`src/rtl/serial_cla_ctrl.sv`:
```
// Multi-cycle adder: one SLICE-bit carry-lookahead slice is reused for
// WIDTH/SLICE cycles, least-significant slice first, with a registered carry.
module serial_cla_ctrl #(
  parameter int WIDTH = 32,
  parameter int SLICE = 4
) (
  input  logic             clk,
  input  logic             rst,
  input  logic             in_valid,
  output logic             in_ready,
  input  logic [WIDTH-1:0] a,
  input  logic [WIDTH-1:0] b,
  input  logic             cin,
  output logic             out_valid,
  input  logic             out_ready,
  output logic [WIDTH-1:0] sum,
  output logic             cout,
  output logic             ovf
);

  localparam int NSLICE = WIDTH / SLICE;
  localparam int IDXW   = (NSLICE > 1) ? $clog2(NSLICE) : 1;
  localparam logic [IDXW-1:0] LAST_IDX = IDXW'(NSLICE - 1);

  // Handshakes: a transfer happens on a rising edge where valid && ready.
  // in_ready is high only in IDLE, out_valid only in DONE.
  typedef enum logic [1:0] {IDLE, RUN, DONE} state_t;

  state_t            state, state_nx;
  logic [IDXW-1:0]   idx;
  logic              carry_q;
  logic [WIDTH-1:0]  a_q, b_q, sum_q;
  logic              cout_q, ovf_q;

  logic [SLICE-1:0]  sa, sb, sg, sp, ssum;
  logic [SLICE:0]    c;
  logic              last;

  // Lookahead carries inside the current slice, seeded by the registered carry.
  always_comb begin
    sa   = a_q[idx*SLICE +: SLICE];
    sb   = b_q[idx*SLICE +: SLICE];
    sg   = sa & sb;
    sp   = sa ^ sb;
    c    = '0;
    c[0] = carry_q;
    for (int i = 0; i < SLICE; i++) begin
      c[i+1] = sg[i] | (sp[i] & c[i]);
    end
    ssum = sp ^ c[SLICE-1:0];
  end

  assign last = (idx == LAST_IDX);

  always_comb begin
    state_nx = state;
    case (state)
      IDLE:    if (in_valid) state_nx = RUN;
      RUN:     if (last) state_nx = DONE;
      DONE:    if (out_ready) state_nx = IDLE;
      default: state_nx = IDLE;
    endcase
  end

  always_ff @(posedge clk) begin
    if (rst) begin
      state   <= IDLE;
      idx     <= '0;
      carry_q <= 1'b0;
      a_q     <= '0;
      b_q     <= '0;
      sum_q   <= '0;
      cout_q  <= 1'b0;
      ovf_q   <= 1'b0;
    end else begin
      state <= state_nx;
      case (state)
        IDLE: if (in_valid) begin
          a_q     <= a;
          b_q     <= b;
          carry_q <= cin;
          idx     <= '0;
          sum_q   <= '0;
          cout_q  <= 1'b0;
          ovf_q   <= 1'b0;
        end
        RUN: begin
          sum_q[idx*SLICE +: SLICE] <= ssum;
          carry_q <= c[SLICE];
          idx     <= idx + 1'b1;
          if (last) begin
            cout_q <= c[SLICE];
            ovf_q  <= c[SLICE-1] ^ c[SLICE];
          end
        end
        default: ;
      endcase
    end
  end

  assign in_ready  = (state == IDLE);
  assign out_valid = (state == DONE);
  assign sum       = sum_q;
  assign cout      = cout_q;
  assign ovf       = ovf_q;

endmodule

```
`config.mk`:
```
export PLATFORM = sky130hd
export DESIGN_NAME = serial_cla_ctrl
export DESIGN_NICKNAME = d
export VERILOG_FILES = /design/src/rtl/serial_cla_ctrl.sv
export SDC_FILE = /design/constraint.sdc
export NUM_CORES = 1
export LEC_CHECK = 0
export BUFFER_PORTS_ARGS = -buffer_cell sky130_fd_sc_hd__buf_2
export CORE_MARGIN = 8
export CORE_UTILIZATION = 54
export CTS_CLUSTER_DIAMETER = 100
export DETAILED_ROUTE_END_ITERATION = 16
export PLACE_DENSITY_LB_ADDON = 0.15
export RECOVER_POWER = 50
export SLEW_MARGIN = 40
export SYNTH_ARGS = -nofsm -noshare
export SYNTH_HDL_FRONTEND = slang
export SYNTH_SLANG_ARGS = --single-unit
```
`constraint.sdc`:
```
create_clock -name clk -period 4.05 [get_ports clk]
set_clock_uncertainty 0.1 [all_clocks]
set_input_delay 0.405 -clock clk [delete_from_list [all_inputs] [get_ports clk]]
set_output_delay 0.405 -clock clk [all_outputs]
set_load 0.01 [all_outputs]
```
Yosys cells after proc, flatten, opt, wreduce, memory -nomap -nowiden
Index checks and enable logic that the tools add are counted.
Storage, ports and cells
  input bits: 69
  word-level logic and storage cells: 54
  output and inout port bits: 36
  flip-flop bits (word level): 104
Operators by class
  multiplexer cells: 16
  shift-type cells: 4
  reduce and logical (&&, ||, !) cells: 6
  add/subtract/negate cells: 2
  bitwise logic cells: 12
  equality and inequality tests: 6
Operators by type and width (count)
  one-hot mux 32 bit (2 select lines): 1
  variable part select 32 x 6 -> 4 bit: 2
  negator 5 -> 34 bit: 1
  variable shift 4 x 34 -> 32 bit (first input constant): 1
  variable part select 4 x 34 -> 32 bit: 1
  bitwise mux 32 bit: 1
  2-to-1 mux 32 bit: 1
  bitwise XOR 4 bit: 2
  2-to-1 mux 2 bit: 3
  one-hot mux 1 bit (2 select lines): 3
  one-hot mux 2 bit (3 select lines): 1
  one-hot mux 3 bit (2 select lines): 1
  AND reduction 3 bit: 2
  AND 1 bit: 4
  AND 4 bit: 1
  2-to-1 mux 1 bit: 4
  != test 2 bit (second input constant): 2
  bitwise OR 1 bit: 4
  AND reduction 2 bit: 2
  adder 3 x 1 -> 3 bit (second input constant): 1
  equality test 3 bit (second input constant): 1
  2-to-1 mux 3 bit: 1
  equality test 2 x 1 -> 1 bit (second input constant): 1
  equality test 2 bit (second input constant): 1
  other kinds (4): 4

Longest topological paths before layout
  depth after elaboration: 13
  mapped depth: 13
  gate-level depth less buffers: 11

Least setup slack after synthesis
Ideal clock, no wire load.
  path kind: register to register
  start: reg idx[0]
  end: reg sum_q[27], in the netlist sum[27]
  setup time: 0.071 ns
  arrival: 3.332 ns
  cell stages (with the launch flop): 13
  required time: 3.879 ns
  path buffers: 3
  clock period less this slack: 3.503 ns
  path slack: 0.547 ns
  path through: dfxtp_1 -> buf_4 -> buf_6 -> buf_6 -> mux2i_1 -> a221oi_1 -> fa_1 -> inv_1 -> fa_1 -> fa_1 -> fa_1 -> or2_2 -> o2bb2ai_1
Between the ends
  word-level cells in the longest chain between the ends: 12
  elaborated cells between the ends (all ways): 16
  those cells by class: 1 x add/sub; 4 x shift; 2 x mux; 9 x bitwise
Ends and longest elaborated chain
  start, declared: RTL line 30  | logic [IDXW-1:0] idx;
  start signal, assigned: RTL line 90  | idx <= idx + 1'b1;
  variable part select 32 x 6 -> 4 bit (on tied branches): RTL line 41, 42
  bitwise XOR 4 bit: RTL line 44  | sp = sa ^ sb;
  AND 1 bit: RTL line 48  | c[i+1] = sg[i] | (sp[i] & c[i]);
  bitwise OR 1 bit: RTL line 48
  AND 1 bit: RTL line 48
  bitwise OR 1 bit: RTL line 48
  AND 1 bit: RTL line 48
  bitwise OR 1 bit: RTL line 48
  bitwise XOR 4 bit: RTL line 50  | ssum = sp ^ c[SLICE-1:0];
  variable part select 4 x 34 -> 32 bit: RTL line 88  | sum_q[idx*SLICE +: SLICE] <= ssum;
  bitwise mux 32 bit *: RTL line 88
  one-hot mux 32 bit (2 select lines) *: RTL line 77  | case (state)
  end signal, assigned by index: RTL line 88
  end, declared: RTL line 32  | logic [WIDTH-1:0] a_q, b_q, sum_q;
Every way passes the cells marked *; elsewhere a longest branch is shown, timed or not.
A chain may end at the register's enable or synchronous reset.

Worst setup path after layout
  start: reg idx[0]
  end: reg sum_q[19], in the netlist sum[19]
The elaborated chain is that of the path after synthesis.

==> impl_metrics.csv <==
group,metric,value,unit
power_and_ir_drop,ir_drop,175,µV
setup_path,slowest_stage,"dfxtp_2",
synthesis,ys_seq_elements,104,
route,wl_per_cell,15.9,µm
setup_path,max_stage_delay,660,ps
synthesis,synthTopCellsByCount,"nand2_1, dfxtp_1, a21oi_1",
final_layout,syn2layout_area_growth,13.3,%
synthesis,synth_ff_type,"dfxtp_1",
synthesis,synth_cell_types,45,
run_status,failed_checks,"capacitance limit, slew limit",
synthesis,seq_area_frac_synth,45.6,%
synthesis,syn_nets,577,
final_layout,antenna_cells,0,
floorplan,rows,33,
clocking,clock_path_buffers,2,
min_path,hp-start,"a[25]",
clocking,cts_max_level,3,
run_status,outcome,"finished, violations left",
clocking,clkLatencyLatePin,370,ps
setup_path,path_class,"reg2reg",
placed_design,port_buffers,104,
setup_path,r2r_end,"sum[19]$_SDFFE_PP0P_",
timing,finalSetupViolCount,0,
timing,drv_slew,48,
min_path,whs_path_depth,3,
power_and_ir_drop,p_leak,2.01,nW
setup_path,timing.critical_path.buf_inv,1,
route,routed_wirelength,11000,µm
power_and_ir_drop,p_per_area,376,mW/mm²
route,vias,3775,
clocking,root_buffer,"clkbuf_8",
setup_path,cp_common_cell,"fa_1",
synthesis,netlist.area_leader.share,45.6,%
route,drc,0,
clocking,cts_tree,"done",
route,drt-pass1-iter-count,4,
setup_path,cp-end-kind,"flip-flop",
grt,grt_usage,19.2,%
synthesis,syn_avg_cell_area,9.19,µm²
setup_path,crit_path_max_fanout,21,
timing,fin_crit,3660,ps
run,cap_viol_max_count,1,
synthesis,synth_area_leaders,"dfxtp_1, nand2_1, a21oi_1",
placed_design,pre_cts_ws,459,ps
synthesis,synthArstFlopShare,0,%
setup_path,critical_path.cell_chain,"mux4_2 -> nor2_1 -> a221oi_1 -> fa_1 -> inv_1 -> fa_1 -> fa_1 -> fa_1 -> or2_2 -> mux2i_1",
placed_design,dpl.hpwl,8100,µm
grt,grt.overflow.total,0,
floorplan,fp.dieW,108,µm
final_layout,finalNetCount,663,
timing,worst_slew_pin_slew,1520,ps
timing,max_freq,273,MHz
synthesis,synth_most_common_cell,"nand2_1",
timing,tns,0,ps
setup_path,cp.required,4230,ps
floorplan,ios,105,
clocking,clk_pin_slew,100,ps
timing,setup_ws,392,ps
setup_path,r2r_cells,10,
clocking,cts_buffers,9,
synthesis,synth-edff-count,0,
setup_path,rr_startpoint,"idx[0]$_SDFFE_PP0P_",
timing,finalHoldViolCount,0,
route,drtIter0Drc,199,
clocking,post_cts_resized,0,
setup_path,crit_cells,10,
clocking,clkSinkCount,104,
synthesis,synthCells,497,
clocking,post-cts-setup-buffer-count,0,
setup_path,startpoint_type,"flip-flop",
grt,grt_max_degree,58,
floorplan,coreArea,0.00822,mm²
timing,rsz0062_at_grt,"no",
synthesis,yosys.area.top_type,"dfxtp_1",
timing,post-route-period-util,90.3,%
placed_design,gp_congestion,0.889,
final_layout,drive_gt1_share,18.9,%
setup_path,cpLargestDelayFamily,"adder cells",
grt,antenna_found_initial,0,
floorplan,start_util,55.6,%
floorplan,die-area,0.0117,mm²
setup_path,regToRegSetupSlack,390,ps
clocking,postCtsHoldBufs,0,
route,vias_per_cell,5.45,
synthesis,synth_area,0.00457,mm²
min_path,holdCritPathClass,"in2reg",
floorplan,die_h,108,µm
setup_path,worst-endpoint-arrival,3840,ps
timing,slew_headroom,-1.24,%
grt,grt_pass1_wl,18200,µm
min_path,whs_endpoint,"a_q[25]$_SDFFE_PP0P_",
synthesis,yosysWarnings,0,
route,ant_nets,0,
grt,grt_pass1_vias,3819,
## metal layers
metal	wire, µm	track usage (%)	vias to the layer above
met5	0	0	-
met4	213	7.14	0
met3	574	4.64	16
met2	5240	31.3	92
met1	4960	24.0	1775
li1	-	-	1892
## registers in the layout (all words and copies together), names as in the netlist
signal	cells
carry_q	1
idx	3
state	2
a_q	32
cout	1
sum	32
ovf	1
b_q	32
## metrics by stage
stage	total power [mW]	utilization [%]	cell area [µm²]	hold slack, ps	std cells
floorplan	1.32	-	4570	333	497
global placement	1.40	61.4	5050	342	677
detailed placement	1.40	61.5	5050	345	677
CTS	1.96	63.5	5220	152	693
global route	2.04	63.0	5170	148	693
finish	1.94	63.0	5170	162	693
## area by class of cell
cell class | instances | area, µm²
clock buffers | 11 | 131
clock inverters | 5 | 33.8
fillers | 756 | 3040
inverters | 9 | 33.8
multi-input cells | 348 | 2230
flip-flops and latches | 104 | 2080
well taps | 105 | 131
repair buffers | 111 | 533
## cells by family after synthesis
family / after synthesis / share of synthesized area, %
multiplexers: 33 / 9.42
buffers and inverters: 45 / 5.64
flip-flops: 104 / 45.6
XOR/XNOR: 1 / 0.192
AND/OR/NAND/NOR: 185 / 18.9
AO/OA/AOI/OAI: 118 / 16.6
adder cells (fa/ha/maj): 11 / 3.67
## worst min-delay path, stage by stage
cell	delay, ps
buf_2	90
nand2_1	40
a21oi_1	50
## power breakdown
group	internal (mW)	switching [mW]	total, mW
clock	0.223	0.344	0.568
combinational	0.118	0.160	0.278
sequential	1.07	0.0327	1.10
## worst max path at each step
stage / start / end / slack (ps)
6_report: idx[0]$_SDFFE_PP0P_ / sum[19]$_SDFFE_PP0P_ / 390
5_1_grt: idx[0]$_SDFFE_PP0P_ / sum[19]$_SDFFE_PP0P_ / 200
4_1_cts: idx[0]$_SDFFE_PP0P_ / sum[19]$_SDFFE_PP0P_ / 420
3_5_place_dp: idx[0]$_SDFFE_PP0P_ / sum[19]$_SDFFE_PP0P_ / 460
3_3_place_gp: idx[0]$_SDFFE_PP0P_ / sum[27]$_SDFFE_PP0P_ / 520
2_1_floorplan: idx[0]$_SDFFE_PP0P_ / sum[27]$_SDFFE_PP0P_ / 550
## placed cells by master (no fill, tap or decap), drive strengths merged, types with 9 or more instances in the layout
master,instances
buf,77
clkbuf,45
a21oi,70
nand3b,9
mux2i,25
nand2,131
dfxtp,104
a22o,12
(Power assumes the default switching activity.)
